### src/rtl/mult88_share_arb.sv
// mult88_share_arb: round-robin sharing of one pipelined 88x88 multiplier among NREQ requesters,
// with a tag pipeline routing each product to its owner. Define MULT88_SHARE_ARB_PRIO0_EN to give requester 0 fixed top priority.
module mult88_share_arb #(
  parameter int NREQ = 4,
  parameter int LAT  = 15,
  parameter int IDW  = 2
) (
  input  logic              clk,
  input  logic              rst,
  input  logic [NREQ-1:0]   req,
  input  logic [NREQ*88-1:0] a,
  input  logic [NREQ*88-1:0] b,
  output logic [NREQ-1:0]   ack,
  output logic [175:0]      res,
  output logic [NREQ-1:0]   res_vld,
  input  logic [NREQ-1:0]   res_rdy,
  output logic              mul_ce,
  output logic [87:0]       mul_a,
  output logic [87:0]       mul_b,
  input  logic [175:0]      mul_o,
  output logic              busy
);

  localparam logic [IDW-1:0] LAST_ID = IDW'(NREQ - 1);
  localparam logic [NREQ-1:0] ONE_HOT0 = {{(NREQ-1){1'b0}}, 1'b1};

  logic [LAT-1:0]          tag_vld;
  logic [LAT-1:0][IDW-1:0] tag_id;
  logic [IDW-1:0]          ptr;
  logic [IDW-1:0]          ptr_nxt;
  logic [IDW-1:0]          grant_id;
  logic [IDW-1:0]          cand;
  logic [NREQ-1:0]         rr_req;
  logic                    grant_any;
  logic                    ptr_upd;
  logic                    tail_vld;
  logic [IDW-1:0]          tail_id;
  logic                    stall;

  assign tail_vld = tag_vld[LAT-1];
  assign tail_id  = tag_id[LAT-1];
  assign stall    = tail_vld & ~res_rdy[tail_id];
  assign mul_ce   = ~stall;
  assign busy     = |tag_vld;
  assign res      = mul_o;
  assign res_vld  = tail_vld ? (ONE_HOT0 << tail_id) : {NREQ{1'b0}};

  // Arbitration: first request at or after the pointer, wrapping at NREQ-1; blocked while frozen.
  always_comb begin
    grant_any = 1'b0;
    grant_id  = {IDW{1'b0}};
    ptr_upd   = 1'b0;
    cand      = ptr;
`ifdef MULT88_SHARE_ARB_PRIO0_EN
    rr_req = req & ~ONE_HOT0;
`else
    rr_req = req;
`endif
    for (int k = 0; k < NREQ; k++) begin
      if (!grant_any && rr_req[cand]) begin
        grant_any = 1'b1;
        grant_id  = cand;
      end else begin
        grant_any = grant_any;
      end
      cand = (cand == LAST_ID) ? {IDW{1'b0}} : cand + IDW'(1);
    end
    ptr_upd = grant_any;
`ifdef MULT88_SHARE_ARB_PRIO0_EN
    // Requester 0 overrides the rotation and leaves the pointer untouched.
    if (req[0]) begin
      grant_any = 1'b1;
      grant_id  = {IDW{1'b0}};
      ptr_upd   = 1'b0;
    end else begin
      ptr_upd = grant_any;
    end
`endif
    if (!mul_ce) begin
      grant_any = 1'b0;
      ptr_upd   = 1'b0;
    end else begin
      ptr_upd = ptr_upd;
    end
  end

  assign ptr_nxt = (grant_id == LAST_ID) ? {IDW{1'b0}} : grant_id + IDW'(1);
  assign ack     = grant_any ? (ONE_HOT0 << grant_id) : {NREQ{1'b0}};
  assign mul_a   = a[int'(grant_id)*88 +: 88];
  assign mul_b   = b[int'(grant_id)*88 +: 88];

  // Tag pipeline and pointer advance only on enabled cycles, in lockstep with the multiplier.
  always_ff @(posedge clk) begin
    if (rst) begin
      tag_vld <= {LAT{1'b0}};
      tag_id  <= '0;
      ptr     <= {IDW{1'b0}};
    end else if (mul_ce) begin
      tag_vld <= {tag_vld[LAT-2:0], grant_any};
      tag_id  <= {tag_id[LAT-2:0], grant_id};
      if (ptr_upd) begin
        ptr <= ptr_nxt;
      end
    end
  end

endmodule
### config.mk
export PLATFORM = sky130hd
export DESIGN_NAME = mult88_share_arb
export DESIGN_NICKNAME = d
export VERILOG_FILES = /design/src/rtl/mult88_share_arb.sv
export SDC_FILE = /design/constraint.sdc
export NUM_CORES = 1
export LEC_CHECK = 0
export ABC_AREA = 1
export CAP_MARGIN = 20
export CORE_AREA = 2 2 480 482
export CTS_CLUSTER_DIAMETER = 200
export DETAILED_ROUTE_END_ITERATION = 10
export DIE_AREA = 0 0 482 484
export GPL_TIMING_DRIVEN = 0
export PLACE_DENSITY_LB_ADDON = 0.3
export REMOVE_ABC_BUFFERS = 1
export SYNTH_ARGS = -nofsm -noshare
export SYNTH_HDL_FRONTEND = slang
export SYNTH_SLANG_ARGS = --single-unit
### constraint.sdc
create_clock -name clk -period 2.32 [get_ports clk]
set_input_delay 0.348 -clock clk [delete_from_list [all_inputs] [get_ports clk]]
set_output_delay 0.348 -clock clk [all_outputs]
set_load 0.02 [all_outputs]
==> impl_metrics.toml, run 1 <==
[run_status]
outcome = "complete, but fails checks"
violations = "setup timing"

[final_layout]
multi_input_area_um2 = 10760
layout-drive-gt1-share_pct = 37.09
area_growth_pct = 184.6
finalNetCount = 4240
ff_latch_area_um2 = 948.4
fillers = 26281

[die]
die_x_um = 482
rows = 176
fp.coreArea_um2 = 228600
die_y_um = 484
die-area_um2 = 233300
io_pins = 1252
initial_core_util_pct = 5.133

[sta]
worst_pin_slew_ns = 0.8115
min_period_ns = 3.763
fmax_mhz = 265.7
fin_skew_ns = 0.004563
slew_violations = 0
fin_ws_ns = -1.443
rsz0062_at_grt = "true"
hold_viol_final = 0
max_slew_margin_pct = 45.53
setup_viol_count_final = 185
hold_slack_ns = 0.4811
post-route-period-util_pct = 162.2

[critical_path]
cp.required_ns = 1.97
critical_path_class = "reg -> out"
cp-start-kind = "register"
critPathMaxFanout = 8
critPathCaptureType = "output port"
cp_data_arrival_time_ns = 3.42

[route]
drt_iter0_drc = 2168
drc = 0
drt_pre_antenna_iters = 6
vias_per_cell = 3.538
drt_wl_total_mm = 242.5
routed-via-count = 22632
ant_nets = 0
wl_per_cell_um = 37.91

[synth]
netlist_instances = 2400
synth_area_per_cell_um2 = 4.889
ys_seq_elements = 47
ys_seq_area_share_pct = 8.019
synth_warnings = 0
synth_cell_types = 26
syn_area_um2 = 11730

[grt]
grt_pass1_wl_mm = 277.7
grt_antenna_before_repair = 93
grt_max_degree = 68
grt_overflow = 0
grt_use_total_pct = 19.25
grt_pass1_vias = 20061

[clocking]
clk_path_buf_depth = 2
cts_buffers = 5
clk_pin_slew_worst_paths_ns = 0.06
cts_tree = "done"
cts_root_buffer = "clkbuf_16"
cts-hold-fix-buffers = 0
htree_levels = 2
cts.sinks = 47
worstSkewPairLatency_ns = 0.28

[placed_design]
io_buffers = 899
gp_congestion = 0.9777
hpwl_mm = 169.4

[hold_path]
min_path_type = "reg -> reg"

[job]
drv_cap = 0
placed cells by master (no fill, tap or decap), types with 69 or more instances in the layout:
cell and count:
clkdlybuf4s50_1 717, nand2_1 459, nand3_1 371, inv_1 364
nand3_2 266, nand2_2 211, buf_6 183, buf_12 128
buf_4 106, nor2_1 83, nand3_4 81, buf_16 69
routing by layer:
metal | vias to the layer above | global-route usage [%] | part of all wire, %
met5 | - | 11.60 | 1.5
met3 | 359 | 16.00 | 18
met1 | 10865 | 21.71 | 39
met4 | 44 | 2.736 | 2.7
met2 | 2083 | 26.99 | 39
li1 | 9281 | - | -
cell type report:
class / count / share of cell area, %
clock buffer: 6 / 0.3859
sequential: 47 / 2.840
multi-input combinational: 1622 / 32.22
inverter: 374 / 4.373
antenna: 21 / 0.1574
timing repair buffer: 1293 / 48.44
timing repair inverter: 5 / 0.2061
tap: 3026 / 11.34
clock inverter: 2 / 0.03747
worst paths after layout:
check                               start   endpoint  slack, ns  cells after the start
worst max-delay path               ptr[0]   mul_a[2]      -1.44                     23
worst min-delay path            tag_id[4]  tag_id[6]       0.48                      2
worst max register to register     ptr[0]  tag_id[0]      -0.54                     20
worst min register to register  tag_id[4]  tag_id[6]       0.48                      2
sequential cells by signal, indices dropped and copies added, names as in the netlist:
name,cells
tag_vld,15
tail_id,2
ptr,2
tag_id,28
cells in the mapped netlist (all sizes together):
cell | n | share of area (%)
nand4 | 2 | 0.11
a31oi | 2 | 0.11
dfxtp | 47 | 8.0
inv | 374 | 12
nor2 | 88 | 2.9
a21oi | 9 | 0.42
o21ai | 47 | 2.0
nor3 | 8 | 0.34
ha | 2 | 0.21
clkbuf | 40 | 1.3
nor4 | 3 | 0.16
buf | 323 | 18
nand2 | 736 | 24
o21bai | 1 | 0.064
nand3 | 717 | 31
o22ai | 1 | 0.053
metrics by stage:
| stage | setup WS, ns | std cells | area (um^2) | TNS [ns] | util, % |
|---|---|---|---|---|---|
| floorplan | -12.50 | 2037 | 9463 | -2234.62 | - |
| CTS | -1.333 | 6280 | 29750 | -199.41 | 13.02 |
| global placement | -29.27 | 5962 | 22250 | -5250.62 | 9.733 |
| finish | -1.443 | 6396 | 33390 | -226.46 | 14.61 |
| global route | -1.510 | 6388 | 33370 | -242.08 | 14.60 |
| detailed placement | -2.836 | 6005 | 23220 | -445.56 | 10.16 |
worst max-delay path, cell delays in order (launching register included):
cell and delay (ns):
dfxtp_4 0.36, ha_4 0.18, nor2_4 0.16, buf_6 0.15
nand2_4 0.05, nand2_4 0.08, nor2_4 0.04, nor2_4 0.11
nand4_1 0.14, buf_6 0.16, buf_16 0.14, buf_12 0.13
buf_12 0.11, buf_12 0.12, buf_16 0.13, buf_12 0.13
buf_12 0.15, buf_16 0.16, clkbuf_16 0.18, nand3_2 0.09
nand2_1 0.08, nand2_1 0.06, nand2_1 0.06, buf_6 0.13
logic make-up after synthesis:
kind of cell / Yosys count / synth area share [%]
buffers and inverters: 737 / 31.32
and+or+nand+nor: 1554 / 57.81
DFF: 47 / 8.019
adders and majority gates: 2 / 0.2132
AOI/OAI and AO/OA: 60 / 2.645
timing repair:
item / CTS / global route
setup endpoints to repair: 213 / 186
gates cloned: 70 / 29
gates resized for setup: 1761 / 601
buffers inserted: 198 / 86
pin swaps: 182 / 261
Power of run 1 is not shown: default switching activity piles up to over one toggle a cycle in this logic, so the estimate is an artifact.
==> inputs of run 2 (changes only) <==
Settings changed: CORE_AREA 2 2 480 482 to 3 3 481 483, DIE_AREA 0 0 482 484 to 0 0 484 486.
==> run 2 against run 1 <==
Against the previous run:
- the run still ends with setup timing left
- register-to-register slack got worse by 0.11 ns
- die area is 0.83% higher
- largest cell class unchanged
- critical path type unchanged
- non-clock buffer count decreased by 64
- first-iteration DRC count is 18% higher
==> impl_metrics.toml, run 2 (synthesis results as in run 1) <==
[run_status]
outcome = "complete, but fails checks"
violations = "setup timing"

[critical_path]
crit_cells = 21
cp-start-kind = "register"
critical_path_class = "reg -> out"
critPathMaxFanout = 6
slowest_stage = "dfxtp_4"
cp_data_arrival_time_ns = 3.30
cp_top_family = "buffers and inverters"
crit_path_frequent_cell = "buf_12"
cp_cell_sequence = "ha_4 > inv_1 > nand2_4 > nand2_2 > nand3_2 > nand2_4 > nor2_4 > nand4_1 > buf_8 > buf_16 > buf_12 > buf_16 > buf_12 > buf_16 > buf_12 > clkbuf_16 > nand3_2 > nand2_1 > nand2_1 > nand2_2 > buf_12"
crit_buf_inv = 10
critPathCaptureType = "output port"
ff2ff_path_depth = 20
cp.required_ns = 1.97
slowest_delay_ns = 0.36

[die]
die-area_um2 = 235200
io_pins = 1252
rows = 175
initial_core_util_pct = 5.163
fp.coreArea_um2 = 227300
die_y_um = 486
die_x_um = 484

[hold_path]
hold_depth = 2
min_path_type = "reg -> reg"

[final_layout]
largest_register_ffs = 28
regMostFlops = "tag_id"
top_regs = "tag_id (28), tag_vld (15)"
final_cell_count_no_fill = 6320
layout-drive-gt1-share_pct = 30.62
multi_input_area_um2 = 9734
fillers = 26346
area_growth_pct = 163.4
final_cell_mix = "clkdlybuf4s50_1 (717), nand3_1 (516), nand2_1 (492)"
mostFrequentLayoutCell = "clkdlybuf4s50_1"
finalNetCount = 4180
ff_latch_area_um2 = 948.4

[placed_design]
io_buffers = 899
hpwl_mm = 187.0
gp_congestion = 0.8774
dp.cells = 5988

[sta]
fmax_mhz = 274.0
post-route-period-util_pct = 157.3
max_slew_margin_pct = 27.40
rsz0062_at_grt = "true"
hold_viol_final = 0
fin_skew_ns = 0.004395
min_period_ns = 3.650
setup_viol_count_final = 184
slew_violations = 0
fin_ws_ns = -1.330
worst_pin_slew_ns = 1.082
final.setup.tns_ns = -209.49

[route]
drt_iter0_drc = 2554
wl_per_cell_um = 40.67
routed-via-count = 22161
vias_per_cell = 3.506
ant_nets = 0
drc = 0
drt_pre_antenna_iters = 9
drt_wl_total_mm = 257.0

[grt]
grt_pass1_vias = 19244
grt_use_total_pct = 19.34
use_met3_pct = 19.20
grt_pass1_wl_mm = 281.0
use_met1_pct = 18.28
grt_max_degree = 62
grt_antenna_before_repair = 79
gr-usage-met2_pct = 29.51
grt_overflow = 0
busiest_layer = "met2"

[clocking]
cts_tree = "done"
cts-hold-fix-buffers = 0
clk_pin_slew_worst_paths_ns = 0.06
htree_levels = 2
cts_root_buffer = "clkbuf_16"
clk_path_buf_depth = 2
cts.sinks = 47
cts_buffers = 5
worstSkewPairLatency_ns = 0.29

[job]
drv_cap = 0
run 2: cell count changes in the layout (fill, tap and decap cells not counted), moves of 29 or more:
cell and delta:
nand3_4 -32, nand3_2 -111, nand2_2 -34, buf_12 -29, nand3_1 +145, buf_6 -43
nand2_1 +33
run 2: worst min-delay path: stages (launching register included):
cell,delay [ns]
dfxtp_1,0.32
nor2_1,0.04
nor2_1,0.08
run 2: cell type report:
class	count	share of cell area, %
Timing Repair Buffer	1229	47.51
Multi-Input combinational cell	1625	31.50
Tap cell	3009	12.18
Inverter	374	4.741
Sequential cell	47	3.069
Clock buffer	6	0.4170
Timing Repair inverter	6	0.2105
Clock inverter	2	0.1943
Antenna cell	22	0.1781
run 2: layer usage:
| metal | vias to the layer above | routed length [um] |
|---|---|---|
| met2 | 2090 | 107800 |
| met5 | - | 3428 |
| met1 | 10456 | 83320 |
| met3 | 416 | 54200 |
| li1 | 9163 | - |
| met4 | 36 | 8245 |
run 2: repair_timing:
item | 4_1_cts | 5_1_grt
pin swaps | 58 | 187
setup buffers | 73 | 141
hold endpoints to repair | 0 | 0
gates resized for setup | 893 | 1084
gates cloned | 46 | 50
endpoints found under the setup margin | 213 | 228
run 2: path summary, 6_finish.rpt:
path / to / startpoint / slack [ns]
max: mul_a[66] / ptr[0] / -1.33
max reg2reg: ptr[0] / ptr[0] / -0.65
min reg2reg: tag_id[4] / tag_id[2] / 0.48
min: tag_id[4] / tag_id[2] / 0.48
run 2: per-stage QoR:
stage	hold WS (ns)	area, um^2	utilization, %	worst slack, ns
finish	0.4810	30910	13.60	-1.330
global route	0.5118	30880	13.59	-1.431
CTS	0.4849	26010	11.44	-1.392
detailed placement	0.4676	23180	10.20	-3.099
global placement	0.4594	22230	9.779	-29.21
floorplan	0.4171	9463	-	-12.50
Power of run 2 is left out for the same reason.
